--- config.mk ---
export PLATFORM = sky130hd
export DESIGN_NAME = lock_entry
export DESIGN_NICKNAME = d
export VERILOG_FILES = /design/src/rtl/lock_entry.sv
export SDC_FILE = /design/constraint.sdc
export NUM_CORES = 1
export LEC_CHECK = 0
export ABC_CLOCK_PERIOD_IN_PS = 2400
export CORE_AREA = 8 8 126 81
export DETAILED_ROUTE_END_ITERATION = 12
export DIE_AREA = 0 0 134 89
export HOLD_SLACK_MARGIN = 0.03
export PLACE_DENSITY_LB_ADDON = 0.25
export SYNTH_ARGS = -nofsm -noshare
export SYNTH_HDL_FRONTEND = slang
export SYNTH_SLANG_ARGS = --single-unit
--- constraint.sdc ---
create_clock -name clk -period 2.4 [get_ports clk]
set_input_delay 0.24 -clock clk [delete_from_list [all_inputs] [get_ports clk]]
set_output_delay 0.24 -clock clk [all_outputs]
set_load 0.05 [all_outputs]
--- src/rtl/lock_entry.sv ---
// Four-digit combination lock. Two bouncing push buttons are synchronised,
// debounced and edge-detected into single-cycle press pulses that drive a
// LOCKED / CHECK / OPEN / BLOCKED state machine. All outputs are registered
// from the next-state values, so they change on the same edge as the state.
module lock_entry #(
  parameter logic [15:0] CODE         = 16'h1234,
  parameter int          DB_COUNT     = 50000,
  parameter int          MAX_TRIES    = 3,
  parameter int          BLOCK_CYCLES = 100000000
) (
  input  logic       clk,
  input  logic       rst,
  input  logic [3:0] sw,
  input  logic       enter_btn,
  input  logic       clear_btn,
  output logic       unlock,
  output logic       override,
  output logic [2:0] digits
);

  localparam int DBW = $clog2(DB_COUNT + 1);
  localparam int TW  = $clog2(BLOCK_CYCLES + 1);
  localparam int FW  = $clog2(MAX_TRIES + 1);

  localparam logic [1:0] LOCKED  = 2'd0;
  localparam logic [1:0] CHECK   = 2'd1;
  localparam logic [1:0] OPEN    = 2'd2;
  localparam logic [1:0] BLOCKED = 2'd3;

  // Bit 0 is the enter button, bit 1 the clear button.
  logic [1:0] btn_raw;
  logic [1:0] press;

  assign btn_raw = {clear_btn, enter_btn};

  genvar gi;
  generate
    for (gi = 0; gi < 2; gi++) begin : g_btn
      logic [1:0]     sync_reg;
      logic [DBW-1:0] db_cnt_reg;
      logic           level_reg;
      logic           level_d_reg;

      // Synchronise, then only follow the input once it has disagreed with
      // the debounced level for DB_COUNT consecutive cycles.
      always_ff @(posedge clk) begin
        if (!rst) begin
          sync_reg    <= 2'b00;
          db_cnt_reg  <= '0;
          level_reg   <= 1'b0;
          level_d_reg <= 1'b0;
        end else begin
          sync_reg    <= {sync_reg[0], btn_raw[gi]};
          level_d_reg <= level_reg;
          if (sync_reg[1] != level_reg) begin
            if (db_cnt_reg == DBW'(DB_COUNT - 1)) begin
              level_reg  <= sync_reg[1];
              db_cnt_reg <= '0;
            end else begin
              db_cnt_reg <= db_cnt_reg + 1'b1;
            end
          end else begin
            db_cnt_reg <= '0;
          end
        end
      end

      // Rising edge of the debounced level; both flops clear on reset so no
      // pulse can straddle a reset.
      assign press[gi] = level_reg & ~level_d_reg;
    end
  endgenerate

  logic          press_enter;
  logic          press_clear;
  logic [1:0]    state_reg, state_next;
  logic [15:0]   entry_reg, entry_next;
  logic [2:0]    digits_reg, digits_next;
  logic [FW-1:0] fails_reg, fails_next;
  logic [TW-1:0] timer_reg, timer_next;

  assign press_enter = press[0];
  assign press_clear = press[1];

  // Next-state and datapath decisions for the lock.
  always_comb begin
    state_next  = state_reg;
    entry_next  = entry_reg;
    digits_next = digits_reg;
    fails_next  = fails_reg;
    timer_next  = timer_reg;
    case (state_reg)
      LOCKED: begin
        if (press_clear) begin
          // Clear takes priority over a coincident enter.
          entry_next  = 16'h0000;
          digits_next = 3'd0;
        end else if (press_enter) begin
          entry_next  = {entry_reg[11:0], sw};
          digits_next = digits_reg + 3'd1;
          if (digits_reg == 3'd3) begin
            state_next = CHECK;
          end
        end
      end
      CHECK: begin
        entry_next  = 16'h0000;
        digits_next = 3'd0;
        if (entry_reg == CODE) begin
          state_next = OPEN;
          fails_next = '0;
        end else if (fails_reg >= FW'(MAX_TRIES - 1)) begin
          state_next = BLOCKED;
          fails_next = FW'(MAX_TRIES);
          timer_next = TW'(BLOCK_CYCLES - 1);
        end else begin
          state_next = LOCKED;
          fails_next = fails_reg + 1'b1;
        end
      end
      OPEN: begin
        if (press_clear) begin
          state_next = LOCKED;
        end
      end
      BLOCKED: begin
        if (timer_reg == '0) begin
          state_next = LOCKED;
          fails_next = '0;
        end else begin
          timer_next = timer_reg - 1'b1;
        end
      end
      default: begin
        state_next = LOCKED;
      end
    endcase
  end

  // State registers; unlock/override are decoded from the next state so they
  // line up with the state change.
  always_ff @(posedge clk) begin
    if (!rst) begin
      state_reg  <= LOCKED;
      entry_reg  <= 16'h0000;
      digits_reg <= 3'd0;
      fails_reg  <= '0;
      timer_reg  <= '0;
      unlock     <= 1'b0;
      override   <= 1'b0;
    end else begin
      state_reg  <= state_next;
      entry_reg  <= entry_next;
      digits_reg <= digits_next;
      fails_reg  <= fails_next;
      timer_reg  <= timer_next;
      unlock     <= (state_next == OPEN);
      override   <= (state_next == BLOCKED);
    end
  end

  assign digits = digits_reg;

endmodule

Word level (Yosys, flattened, before mapping)
Index checks and enable logic that the tools add are counted.
{"block": "word_totals", "reg_bits": 92, "output_inout_bits": 5, "wordCells": 77}
{"block": "classes", "addsub": 5, "n_lt_le_gt_ge": 1, "eq_ne": 16, "muxes": 22, "n_bitwise": 7, "n_reduce_logical": 11}
{"cell": "$mux 27", "n": 3}
{"cell": "$pmux 27 s2", "n": 1}
{"cell": "$add 16x1->16 const B", "n": 2}
{"cell": "$eq 16x16->1 const B", "n": 2}
{"cell": "$mux 16", "n": 2}
{"cell": "$pmux 16 s2", "n": 1}
{"cell": "$logic_not 27->1", "n": 1}
{"cell": "$sub 27x1->27 const B", "n": 1}
{"cell": "$mux 2", "n": 10}
{"cell": "$eq 16x13->1 const B", "n": 1}
{"cell": "$eq 2x2->1 const B", "n": 4}
{"cell": "$ne 2x2->1 const B", "n": 4}
{"cell": "$pmux 2 s4", "n": 1}
{"cell": "$reduce_and 2->1", "n": 4}
{"cell": "$mux 3", "n": 2}
{"cell": "$pmux 3 s2", "n": 1}
{"cell": "$reduce_or 3->1", "n": 2}
{"cell": "$not 1->1", "n": 5}
{"cell": "$pmux 2 s2", "n": 1}
{"cell": "$reduce_and 4->1", "n": 1}
{"cell": "$reduce_bool 2->1", "n": 2}
{"cell": "$add 3x1->3 const B", "n": 1}
{"cell": "$eq 3x2->1 const B", "n": 1}
{"cell": "$ne 3x3->1 const B", "n": 1}
{"cell": "6 further kinds", "n": 8}

Logic depth before layout (Yosys ltp)
{"block": "depth", "depth_word": 6, "ltp_mapped": 7, "ltp_nobuf": 7}

Least setup slack after synthesis
Ideal clock, no wire load.
{"block": "synth_timing", "path_type": "flip-flop to flip-flop", "startpoint": "register timer_reg[2]", "endpoint": "register timer_reg[6]", "setup_ns": 0.120, "arrival_ns": 1.937, "t_required_ns": 2.280, "slack_ns": 0.344, "stages_incl_launch_ff": 8, "n_path_buf": 2, "period_less_slack_ns": 2.056, "path_cell_list": "dfxtp_1 > or4_1 > buf_4 > or2_1 > buf_6 > nor3_4 > nor4_1 > o31a_1"}
{"block": "synth_via", "elab_chain_cells": 3, "word_cells_on_any_way": 6, "classes_between": "1 x add/sub; 1 x eq/ne; 2 x mux; 2 x reduce/logical"}
{"element": "start, declared", "line_no": "80", "text": "logic [TW-1:0] timer_reg, timer_next;"}
{"element": "start signal, assigned", "line_no": "156", "text": "timer_reg <= timer_next;"}
{"element": "$sub 27x1->27 / $logic_not 27->1 (equally long branches)", "line_no": "131, 127"}
{"element": "$mux 27 / $ne 2x2->1 (equally long branches)"}
{"element": "$pmux 27 s2 / $reduce_and 4->1 (equally long branches)"}
Parallel ways exist; a longest one is shown, timed or not. The select of a mux whose other input is x is not followed.
A chain may end at the register's enable or synchronous reset.

Worst setup path after layout
{"block": "layout_timing", "startpoint": "register timer_reg[2]", "endpoint": "register timer_reg[16]"}
Same word-level chain as after synthesis.

==> metrics <==
clock buffer count from CTS 9; largest cells by area after synthesis dfxtp_1, xor2_1, nor2_1; commonest cells after routing, fill and taps aside dfxtp_1, nor2_1, nand2_1, a21oi_1, xor2_1; unrepaired setup endpoints after global routing false; cts-stage hold buffer count 0; CTS Root Cell clkbuf_16; FILL cells between 700 and 800; Clock Sinks between 90 and 100; Initial Utilization 49.0%; hold_ws 0.437 ns; Power Density 631 nW/um^2; Final setup viols 0; die area about 12000 sq um; chip width between 100 and 150 um; slowest library cell on the worst path or4_1; ant diodes 0; #FFs+latches synth just over 90; final instance area 4620 sq um; initial detailed-routing violation count ~250; WHS Path Cells 1; syn avg cell area roughly 9 sq um; DR WL/cell between 10 and 15 um; Slew Limit Fails 0; relative slew slack between 60% and 70%; synth warn 0; slowest stage delay, CP between 0.6 and 0.7 ns; Clk Latency, worst-skew pair ~0.34 ns; dominant delay contributor by cell family on the critical path simple AND/OR/NAND/NOR gates; Post-CTS Setup Inserts 0; routed wire length 8280 um; CTS tree yes; Post-DRT Antenna Nets 0; cells after synthesis about 460; max frequency around 450 MHz; Required @ worst endpoint 2.66 ns; fraction of registers with async set/reset 0%; die height 89 um; crit path capture type flip-flop; commonest non-fill, non-tap cell in the layout dfxtp_1; Setup crit start kind flip-flop; largest net degree at the start of global routing 33; # DRC 0; endpoints failing hold 0; hpwl dp 5680 um; Tot GR Track Use 14.7%; gpl congestion between 0.8 and 0.9; number of global-route vias before repair around 3000; cell accounting for the most synthesized area dfxtp_1; worst-path maximum fanout 6; IO Count 13; max FFs per register 32; post-CTS sizing 0; IO buf count 12; Yosys cell types 52; layout cell share with drive strength beyond 1 8.09%; leakage power 0.00165 uW; CP Cell Sequence or4_1, buf_4, nor3_1, o21ai_1, or3_1, a31oi_1; first-pass GRT wire length about 14000 um; FP Rows 26; Max-cap violations 0; area share of the largest cell type after synthesis a little under half; Syn Nets roughly 480; Core ar. between 8000 and 9000 sq um; Vias between 3000 and 4000; clock buffer depth 2; outcome complete, no violations; Fin Clk Skew approximately 0.0046 ns; r2r worst-path depth 6; Worst-Margin Slew about 0.52 ns; Seq/Total Area, Yosys a little under half; Post-synth EDFFs 0; WS Path Type reg2reg; DR pass1 iterations 5; ys flop type dfxtp_1; worst hold path type reg2reg; WP data arrival roughly 2.5 ns; nets 492; Area Growth Syn to Fin 13.6%; period utilization between 90% and 100%; antenna violations before repair 0; Worst-path clk slew 0.06 ns; setup tns final 0 ns; Crit path buffers/inverters 1; vias per std cell 5.57; Peak VDD IR between 0.0003 and 0.0004 V; gr ovfl total 0; Cell Area, Synth ~4000 sq um; Period minus WS final 2.22 ns; Crit. path cell count 6; H-tree Lvls 3; Post-DP Area approximately 4300 sq um
==> per-layer routing <==
layer / vias up / global-route usage (%) / part of all wire, %
li1: 1668 / - / -
met1: 1550 / 20.4 / 52
met2: 83 / 21.2 / 40
met3: 10 / 4.43 / 6.0
met4: 0 / 4.86 / 1.0
met5: - / 0 / 0
==> Yosys cell counts (all sizes together), types with 3 or more instances <==
cell type	number
o21ai	7
nand2	36
a211oi	3
nor2b	4
or4	4
mux2i	3
xor2	31
nor4	12
nand3	30
ha	6
or3	5
o211ai	3
and4	3
nor2	56
buf	6
nor4bb	4
dfxtp	92
inv	9
and2	9
nand4	15
xnor2	13
o31ai	4
nor3	14
a21oi	35
and3	11
clkbuf	16
a31oi	6
or2	4
==> per-stage QoR <==
stage               util, %  instances  total power (uW)  setup slack (ns)
floorplan                 -        463              1590             0.344
global placement       52.2        579              1610             0.265
detailed placement     52.2        579              1610             0.203
CTS                    55.7        594              2950             0.192
global route           55.7        594              3020            0.0665
finish                 55.7        594              2910             0.179
==> layout make-up <==
cell class	count	area, sq um	area share (%)
Inverter	9	33.8	0.731
Sequential cell	92	1840	39.9
Tap cell	112	140	3.03
Clock buffer	12	267	5.77
Clock inverter	3	21.3	0.460
Multi-Input combinational cell	340	2090	45.3
Timing Repair Buffer	26	225	4.87
==> worst paths after layout <==
kind	startpoint	slack [ns]	end
worst max-delay path	timer_reg[2]$_SDFFE_PN0P_	0.18	timer_reg[16]$_SDFFE_PN0P_
worst max register to register	timer_reg[2]$_SDFFE_PN0P_	0.18	timer_reg[16]$_SDFFE_PN0P_
worst min register to register	g_btn[0].sync_reg[0]$_SDFF_PN0_	0.44	g_btn[0].sync_reg[1]$_SDFF_PN0_
worst min-delay path	g_btn[0].sync_reg[0]$_SDFF_PN0_	0.44	g_btn[0].sync_reg[1]$_SDFF_PN0_
==> power by group <==
group / switching (uW) / internal, uW
clock network: 560 / 781
registers: 2.38 / 1530
logic: 23.9 / 17.1
==> cell families (layout without fill, tap and decap cells) <==
family | count (synthesis) | in the layout | share of synthesized area (%)
AOI/OAI and AO/OA | 71 | 71 | 10.8
muxes | 3 | 3 | 0.738
DFF | 92 | 92 | 45.3
and+or+nand+nor | 216 | 216 | 28.6
xor gates and xnor gates | 44 | 44 | 9.48
adders and majority gates | 6 | 6 | 1.85
buffers and inverters | 31 | 50 | 3.26
No activity file was read; power rests on OpenSTA's default activity.
